## src/rtl/stage2_seq_check_ctrl_pkg.sv

```systemverilog
// Shared widths, initial counter value, FSM encodings and the seq classifier
// used by the stage-2 sequence check controller.
package stage2_seq_check_ctrl_pkg;

  localparam int SEQ_NUMBER_DATA_BITS    = 32;
  localparam int SEQ_NUMBER_DATA_INITIAL = 1;

  localparam logic [1:0] SEQ_ST_SYNC    = 2'd0;
  localparam logic [1:0] SEQ_ST_GAP_REQ = 2'd1;
  localparam logic [1:0] SEQ_ST_RECOVER = 2'd2;
  localparam logic [1:0] SEQ_ST_ERROR   = 2'd3;

  typedef enum logic [1:0] {
    SEQ_CLS_IN_ORDER = 2'd0,
    SEQ_CLS_AHEAD    = 2'd1,
    SEQ_CLS_STALE    = 2'd2
  } seq_cls_e;

  // Modular compare: zero difference is in order, a set MSB means the
  // message lies behind the expected seq, anything else is a gap.
  function automatic seq_cls_e seq_classify(input logic diff_zero, input logic diff_msb);
    if (diff_zero)     return SEQ_CLS_IN_ORDER;
    else if (diff_msb) return SEQ_CLS_STALE;
    else               return SEQ_CLS_AHEAD;
  endfunction

endpackage

```

## src/rtl/stage2_seq_check_ctrl_if.sv

```systemverilog
// Header input, forward output and retransmit request bundle of the
// stage-2 sequence check controller.
interface stage2_seq_check_ctrl_if #(
  parameter int SEQ_W = 32
) ();

  logic             msg_valid;
  logic             msg_ready;
  logic [SEQ_W-1:0] msg_seq;
  logic             msg_sess_rst;

  logic             fwd_valid;
  logic [SEQ_W-1:0] fwd_seq;

  logic             gap_req_valid;
  logic             gap_req_ready;
  logic [SEQ_W-1:0] gap_req_start;
  logic [SEQ_W-1:0] gap_req_count;

  modport master (
    output msg_valid, msg_seq, msg_sess_rst, gap_req_ready,
    input  msg_ready, fwd_valid, fwd_seq, gap_req_valid, gap_req_start, gap_req_count
  );

  modport slave (
    input  msg_valid, msg_seq, msg_sess_rst, gap_req_ready,
    output msg_ready, fwd_valid, fwd_seq, gap_req_valid, gap_req_start, gap_req_count
  );

endinterface

```

## src/rtl/stage2_sat_counter.sv

```systemverilog
// Statistic counter that sticks at all-ones instead of wrapping.
module stage2_sat_counter #(
  parameter int W = 16
) (
  input  logic         clk,
  input  logic         rst_n,
  input  logic         inc,
  output logic [W-1:0] cnt
);

  // Count up on inc, hold once saturated.
  always_ff @(posedge clk) begin
    if (!rst_n)
      cnt <= '0;
    else if (inc && (cnt != '1))
      cnt <= cnt + W'(1);
  end

endmodule

```

## src/rtl/stage2_seq_check_ctrl.sv

```systemverilog
// Stage-2 sequence check controller: forwards in-order headers, drops
// stale/duplicate ones and requests retransmission of gaps with retry.
//
//   state   | meaning
//   SYNC    | in sequence, forwarding; an ahead seq opens a gap request
//   GAP_REQ | retransmit request presented, input stalled
//   RECOVER | waiting for retransmitted seqs up to last, timer running
//   ERROR   | retries exhausted, everything but session reset dropped
module stage2_seq_check_ctrl
  import stage2_seq_check_ctrl_pkg::*;
#(
  parameter int SEQ_W     = SEQ_NUMBER_DATA_BITS,
  parameter int SEQ_INIT  = SEQ_NUMBER_DATA_INITIAL,
  parameter int TIMEOUT   = 4096,
  parameter int MAX_RETRY = 3,
  parameter int STAT_W    = 16
) (
  input  logic                  clk,
  input  logic                  rst_n,
  stage2_seq_check_ctrl_if.slave bus,
  input  logic [SEQ_W-1:0]      seq_number_data,
  output logic                  message_en,
  output logic                  seq_number_control,
  output logic                  seq_err,
  output logic [STAT_W-1:0]     dup_cnt,
  output logic [STAT_W-1:0]     drop_cnt
);

  localparam int TMR_W = $clog2(TIMEOUT + 1);
  localparam int RTY_W = $clog2(MAX_RETRY + 1);

  logic [1:0]       state;
  logic [SEQ_W-1:0] last_seq;
  logic [SEQ_W-1:0] gap_start;
  logic [SEQ_W-1:0] gap_count;
  logic [TMR_W-1:0] timer;
  logic [RTY_W-1:0] retry;
  logic             fwd_valid_q;
  logic [SEQ_W-1:0] fwd_seq_q;

  logic [SEQ_W-1:0] diff;
  seq_cls_e         cls;
  logic             acc;
  logic             live;
  logic             sess_acc;
  logic             data_acc;
  logic             fwd_hit;
  logic             dup_inc;
  logic             drop_inc;

  assign bus.msg_ready     = (state != SEQ_ST_GAP_REQ);
  assign bus.gap_req_valid = (state == SEQ_ST_GAP_REQ);
  assign bus.gap_req_start = gap_start;
  assign bus.gap_req_count = gap_count;
  assign bus.fwd_valid     = fwd_valid_q;
  assign bus.fwd_seq       = fwd_seq_q;
  assign seq_err           = (state == SEQ_ST_ERROR);

  // Classify the offered header and derive counter control and stat strobes.
  // Gating acc with rst_n keeps the external counter quiet during reset.
  always_comb begin
    diff     = bus.msg_seq - seq_number_data;
    cls      = seq_classify(diff == '0, diff[SEQ_W-1]);
    acc      = bus.msg_valid & bus.msg_ready & rst_n;
    live     = (state == SEQ_ST_SYNC) || (state == SEQ_ST_RECOVER);
    sess_acc = acc & bus.msg_sess_rst;
    data_acc = acc & ~bus.msg_sess_rst;
    fwd_hit  = data_acc & live & (cls == SEQ_CLS_IN_ORDER);
    dup_inc  = data_acc & live & (cls == SEQ_CLS_STALE);
    drop_inc = data_acc & ((live & (cls == SEQ_CLS_AHEAD)) | (state == SEQ_ST_ERROR));
    message_en         = fwd_hit | sess_acc;
    seq_number_control = fwd_hit;
  end

  // Registered forward path: one cycle after an in-order accept, no backpressure.
  always_ff @(posedge clk) begin
    if (!rst_n) begin
      fwd_valid_q <= 1'b0;
      fwd_seq_q   <= '0;
    end else begin
      fwd_valid_q <= fwd_hit;
      if (fwd_hit)
        fwd_seq_q <= bus.msg_seq;
    end
  end

  // Gap handling FSM with retry and recovery timer; session reset overrides.
  always_ff @(posedge clk) begin
    if (!rst_n) begin
      state     <= SEQ_ST_SYNC;
      last_seq  <= '0;
      gap_start <= '0;
      gap_count <= '0;
      timer     <= '0;
      retry     <= '0;
    end else if (sess_acc) begin
      state <= SEQ_ST_SYNC;
      retry <= '0;
      timer <= '0;
    end else begin
      case (state)
        SEQ_ST_SYNC: begin
          if (data_acc && (cls == SEQ_CLS_AHEAD)) begin
            last_seq  <= bus.msg_seq;
            gap_start <= seq_number_data;
            gap_count <= diff + SEQ_W'(1);
            retry     <= RTY_W'(1);
            state     <= SEQ_ST_GAP_REQ;
          end
        end
        SEQ_ST_GAP_REQ: begin
          if (bus.gap_req_ready) begin
            timer <= TMR_W'(TIMEOUT);
            state <= SEQ_ST_RECOVER;
          end
        end
        SEQ_ST_RECOVER: begin
          // An in-order accept on the expiry cycle still counts as progress.
          if (fwd_hit) begin
            timer <= TMR_W'(TIMEOUT);
            if (bus.msg_seq == last_seq) begin
              retry <= '0;
              state <= SEQ_ST_SYNC;
            end
          end else if (timer == '0) begin
            if (retry < RTY_W'(MAX_RETRY)) begin
              retry     <= retry + RTY_W'(1);
              gap_start <= seq_number_data;
              gap_count <= last_seq - seq_number_data + SEQ_W'(1);
              state     <= SEQ_ST_GAP_REQ;
            end else begin
              state <= SEQ_ST_ERROR;
            end
          end else begin
            timer <= timer - TMR_W'(1);
          end
        end
        SEQ_ST_ERROR: begin
          state <= SEQ_ST_ERROR;
        end
        default: begin
          state <= SEQ_ST_SYNC;
        end
      endcase
    end
  end

  stage2_sat_counter #(.W(STAT_W)) u_dup_cnt (
    .clk   (clk),
    .rst_n (rst_n),
    .inc   (dup_inc),
    .cnt   (dup_cnt)
  );

  stage2_sat_counter #(.W(STAT_W)) u_drop_cnt (
    .clk   (clk),
    .rst_n (rst_n),
    .inc   (drop_inc),
    .cnt   (drop_cnt)
  );

endmodule

```

## src/flat_wrapper.sv

```systemverilog
// flat-port wrapper written by rule: the top's interface ports become plain ports
module stage2_seq_check_ctrl_flat import stage2_seq_check_ctrl_pkg::*;
#(
  parameter int SEQ_W     = SEQ_NUMBER_DATA_BITS,
  parameter int SEQ_INIT  = SEQ_NUMBER_DATA_INITIAL,
  parameter int TIMEOUT   = 4096,
  parameter int MAX_RETRY = 3,
  parameter int STAT_W    = 16
)
  (clk, rst_n, seq_number_data, message_en, seq_number_control, seq_err, dup_cnt, drop_cnt, bus_msg_valid, bus_msg_seq, bus_msg_sess_rst, bus_gap_req_ready, bus_msg_ready, bus_fwd_valid, bus_fwd_seq, bus_gap_req_valid, bus_gap_req_start, bus_gap_req_count);
  stage2_seq_check_ctrl_if #(.SEQ_W(SEQ_W)) bus_i ();
  input  logic clk;
  input  logic rst_n;
  input  logic [SEQ_W-1:0] seq_number_data;
  output logic message_en;
  output logic seq_number_control;
  output logic seq_err;
  output logic [STAT_W-1:0] dup_cnt;
  output logic [STAT_W-1:0] drop_cnt;
  input wire logic [$bits(bus_i.msg_valid)-1:0] bus_msg_valid;
  input wire logic [$bits(bus_i.msg_seq)-1:0] bus_msg_seq;
  input wire logic [$bits(bus_i.msg_sess_rst)-1:0] bus_msg_sess_rst;
  input wire logic [$bits(bus_i.gap_req_ready)-1:0] bus_gap_req_ready;
  output wire logic [$bits(bus_i.msg_ready)-1:0] bus_msg_ready;
  output wire logic [$bits(bus_i.fwd_valid)-1:0] bus_fwd_valid;
  output wire logic [$bits(bus_i.fwd_seq)-1:0] bus_fwd_seq;
  output wire logic [$bits(bus_i.gap_req_valid)-1:0] bus_gap_req_valid;
  output wire logic [$bits(bus_i.gap_req_start)-1:0] bus_gap_req_start;
  output wire logic [$bits(bus_i.gap_req_count)-1:0] bus_gap_req_count;
  assign bus_i.msg_valid = bus_msg_valid;
  assign bus_i.msg_seq = bus_msg_seq;
  assign bus_i.msg_sess_rst = bus_msg_sess_rst;
  assign bus_i.gap_req_ready = bus_gap_req_ready;
  assign bus_msg_ready = bus_i.msg_ready;
  assign bus_fwd_valid = bus_i.fwd_valid;
  assign bus_fwd_seq = bus_i.fwd_seq;
  assign bus_gap_req_valid = bus_i.gap_req_valid;
  assign bus_gap_req_start = bus_i.gap_req_start;
  assign bus_gap_req_count = bus_i.gap_req_count;
  stage2_seq_check_ctrl #(.SEQ_W(SEQ_W), .SEQ_INIT(SEQ_INIT), .TIMEOUT(TIMEOUT), .MAX_RETRY(MAX_RETRY), .STAT_W(STAT_W)) u_core (.clk(clk), .rst_n(rst_n), .bus(bus_i), .seq_number_data(seq_number_data), .message_en(message_en), .seq_number_control(seq_number_control), .seq_err(seq_err), .dup_cnt(dup_cnt), .drop_cnt(drop_cnt));
endmodule
```

## config.mk

```make
export PLATFORM = sky130hd
export DESIGN_NAME = stage2_seq_check_ctrl_flat
export DESIGN_NICKNAME = d
export VERILOG_FILES = /design/src/rtl/stage2_seq_check_ctrl_pkg.sv /design/src/rtl/stage2_seq_check_ctrl_if.sv /design/src/rtl/stage2_sat_counter.sv /design/src/rtl/stage2_seq_check_ctrl.sv /design/src/flat_wrapper.sv
export SDC_FILE = /design/constraint.sdc
export NUM_CORES = 1
export LEC_CHECK = 0
export CORE_ASPECT_RATIO = 1.25
export CORE_MARGIN = 8
export CORE_UTILIZATION = 50
export CTS_CLUSTER_SIZE = 24
export DETAILED_ROUTE_END_ITERATION = 10
export GPL_TIMING_DRIVEN = 0
export PLACE_DENSITY = 0.8
export SLEW_MARGIN = 40
export SYNTH_ARGS = -nofsm -noshare
export SYNTH_HDL_FRONTEND = slang
export SYNTH_SLANG_ARGS = --single-unit
export TNS_END_PERCENT = 100
```

## constraint.sdc

```tcl
create_clock -name clk -period 18.8 [get_ports clk]
set_input_delay 3.76 -clock clk [delete_from_list [all_inputs] [get_ports clk]]
set_output_delay 3.76 -clock clk [all_outputs]
set_load 0.05 [all_outputs]
```

==> results.md <==
* Largest net degree at the start of global routing at 23
* H-tree levels at 4
* Die H at 195 um
* Mapped cell area at 12800 um2
* First-pass GRT wire length at 72.7 mm
* Max_slew headroom at 41.8%
* Ys flop type: dfxtp_1
* Reg2reg end: u_core.bus.gap_req_count[28]$_SDFFE_PN0P_
* Final GP Congestion at 0.996
* Psw at 0.000468 W
* Fin Clk Skew at 0.0130 ns
* CTS tree: yes
* Antenna cells at 0
* Vias per cell at 6.14
* # resized after CTS at 0
* Clock Tree Buf Depth at 2
* Post-synth ARST share at 0%
* Internal power at 0.000713 W
* Dpl ws at 5.27 ns
* Post-Syn Instances at 1660
* Hold depth at 2
* Core ar. at 25200 um2
* Hold Path End: u_core.bus.fwd_seq[15]$_SDFFE_PN0P_
* Hpwl dp at 37.9 mm
* Clk_lat worst skew at 0.47 ns
* Clock Power Share at 32.9%
* Initial DRC Count at 1138
* Reg clk slew, reported paths at 0.08 ns
* Max-cap violations at 0
* CP required at 15.04 ns
* Synth area leaders: dfxtp_1, ha_1, a21oi_1, nand2_1, xor2_1
* Crit-path leading delay family: simple AND/OR/NAND/NOR gates
* Clock sinks at 178
* Hold Path Origin: u_core.bus.fwd_seq[15]$_SDFFE_PN0P_
* Final hold vios at 0
* CP peak stage delay at 0.81 ns
* Area fraction of the dominant cell type after synthesis at 27.8%
* I/O pin total at 203
* Horiz. Die Dim at 159 um
* Maximum VDD drop at 0.0000672 V
* Worst r2r path cells at 13
* P_leak at 6.02 nW
* Reg-to-reg startpoint: u_core.last_seq[4]$_SDFFE_PN0P_
* Fmax at 73.3 MHz
* Final worst path period need at 13.64 ns
* Layout cells sized above 1 at 5.22%
* Flop pwr share at 34.0%
* Starting density of the core at 50.8%
* Initial antenna violation count at 0
* Outcome: finished, final reports clean
* Kind of start point of the critical path: input port
* Buffer count from post-CTS setup fixing at 0
* Crit path max-delay cell type: clkdlybuf4s50_1
* Hold/Removal Path Class: flop to flop
* Vias at 13700
* Wire length per cell at 21.5 um
* Final WL at 47.9 mm
* CP bufs+invs at 6
* Met3 wire len at 3.17 mm
* First drt pass iteration count at 6
* CP endpoint kind: primary output
* Tcrit/Tclk final at 72.5%
* Register area share after synthesis at 27.8%
* Final Net Count at 2056
* Kind of critical path: input port to primary output
* Post-synthesis average cell area at 7.72 um2
* Inst Count DP at 2198
* Clock Tree Root: clkbuf_16
* Cell taking the most area after synthesis: dfxtp_1
* FF-to-FF setup slack at 14.51 ns
* Critical-path cell list: clkdlybuf4s50_1 -> inv_1 -> ha_1 -> fa_1 -> nor2b_1 -> o2111ai_2 -> and3_2 -> nor4_2 -> o211a_1 -> nor3b_1 -> or4_1 -> or4_1 -> or4_1 -> buf_2 -> clkbuf_1 -> clkbuf_1 -> nand2_1 -> clkdlybuf4s50_1
* Setup TNS at 0 ns
* Hold slack at 0.457 ns
* Crit path DAT at 9.88 ns
* Worst path depth at 18
* Power Density at 74.1 nW/um2
* Post-layout power at 0.00118 W
* Number of synthesized flops with an enable pin at 0
* Measured slew at the worst slew-check pin at 0.869 ns
* Final setup viols at 0
* Seq cells post-synth at 178
* Grt ovf at 0
* CTS Hold Bufs at 0
* PortBufs at 202
* DRC at 0
* DR WL met2 at 23.3 mm
* Logic pwr share at 33.2%
* Area grow syn2layout at 24.4%
* Switch share at 39.6%
* ANT nets after route at 0
* Total track usage at 29.5%
* Syn_nets at 1834
* Final cell count without fillers at 2230
* Post-layout worst setup margin at 5.16 ns
* Met1 WL at 17.8 mm
* CP most frequent cell: or4_1
* Worst-path fanout max at 10
* Final Slew Violations at 0
* DIE AREA at 31000 um2
* Synth warn at 0
* Distinct cell type count after synthesis at 82
* Row cnt at 65
* TritonCTS buffer count at 17
* Unrepaired setup endpoints after global routing: no
* Max Used Layer: met4
* Vias in the first global route at 13200
[cells in the final DEF, fill, tap and decap left out, types with 28 or more instances in the layout]
| cell | Yosys | routed |
|---|---|---|
| xnor2_1 | 51 | 50 |
| nand2_1 | 221 | 221 |
| nand3_1 | 106 | 106 |
| dfxtp_1 | 178 | 178 |
| clkdlybuf4s50_1 | 0 | 202 |
| xor2_1 | 68 | 68 |
| nor2_1 | 75 | 75 |
| mux2i_1 | 28 | 28 |
| clkbuf_1 | 67 | 66 |
| nor3_1 | 37 | 37 |
| o21ai_1 | 39 | 41 |
| inv_1 | 61 | 61 |
| ha_1 | 103 | 103 |
| a21oi_1 | 187 | 187 |
| o21ai_0 | 48 | 46 |
[worst register-to-register path, stage by stage, from the launching register on]
cell       delay (ns)
dfxtp_1          0.42
ha_1             0.30
ha_1             0.36
o21ai_0          0.16
o21a_1           0.23
o31a_1           0.29
o31ai_1          0.63
a211oi_1         0.16
nor3_1           0.49
a41oi_1          0.31
nor4b_1          0.23
o21ai_0          0.27
o2111ai_1        0.18
mux2i_1          0.18
[power by group through the flow]
stage                     clock (W)  sequential [W]  combinational [W]
after floorplan                   0        0.000438           0.000226
after global placement            0        0.000409           0.000376
after detailed placement          0        0.000410           0.000381
after CTS                  0.000389        0.000401           0.000384
after global routing       0.000404        0.000402           0.000420
final                      0.000388        0.000401           0.000392
[Yosys cell counts (28+ instances only)]
| cell | n |
|---|---|
| o21ai_0 | 48 |
| xor2_1 | 68 |
| a21oi_1 | 187 |
| o21ai_1 | 39 |
| nand3_1 | 106 |
| nor3_1 | 37 |
| clkbuf_1 | 67 |
| nand2_1 | 221 |
| ha_1 | 103 |
| dfxtp_1 | 178 |
| inv_1 | 61 |
| xnor2_1 | 51 |
| mux2i_1 | 28 |
| nor2_1 | 75 |
[per-layer routing]
layer	vias to the layer above	global-route usage [%]
met4	0	21.4
met1	6470	31.4
met5	-	0
met2	586	51.5
li1	6454	-
met3	175	6.06
[cells by family (layout without fill, tap and decap cells)]
| kind of cell | count (synthesis) | count (layout) | share of synthesized area (%) |
|---|---|---|---|
| simple gates | 609 | 609 | 23.2 |
| compound gates | 461 | 461 | 23.0 |
| flops | 178 | 178 | 27.8 |
| xor+xnor | 119 | 119 | 8.13 |
| mux | 31 | 31 | 2.45 |
| fa+ha+maj | 105 | 105 | 10.4 |
| buf+inv | 157 | 392 | 5.05 |
[sequential cells by signal, summed over array words and instances, names as in the netlist]
signal                    cells
u_core.timer                 13
u_core.state                  2
u_core.u_drop_cnt.cnt        16
u_core.retry                  2
u_core.bus.gap_req_start     32
u_core.bus.gap_req_count     32
u_core.u_dup_cnt.cnt         16
u_core.last_seq              32
u_core.bus.fwd_valid          1
u_core.bus.fwd_seq           32
[worst max-delay path by stage]
stage                    startpoint            endpoint  slack, ns
finish               bus_msg_seq[0]          message_en       5.16
global route         bus_msg_seq[0]          message_en       4.97
CTS                  bus_msg_seq[0]          message_en       5.25
detailed placement   bus_msg_seq[0]          message_en       5.27
global placement    bus_msg_seq[18]  seq_number_control       4.90
floorplan            bus_msg_seq[0]          message_en       7.24
[layout make-up]
cell class                 count  area, um2
fill                        2244       9270
buffer                        96        419
timing repair buffer         203       2030
tap                          335        419
clock buffer                  17        425
multi-input combinational   1325       8650
sequential                   178       3560
clock inverter                15        213
inverter                      61        229
[per-stage QoR]
| step | utilization, % | instance area (um2) |
|---|---|---|
| 2_1_floorplan | - | 12800 |
| 3_3_place_gp | 60.5 | 15300 |
| 3_5_place_dp | 60.7 | 15300 |
| 4_1_cts | 63.2 | 15900 |
| 5_1_grt | 63.2 | 15900 |
| 6_report | 63.2 | 15900 |
Note: power is estimated with default switching activity, not from simulation.
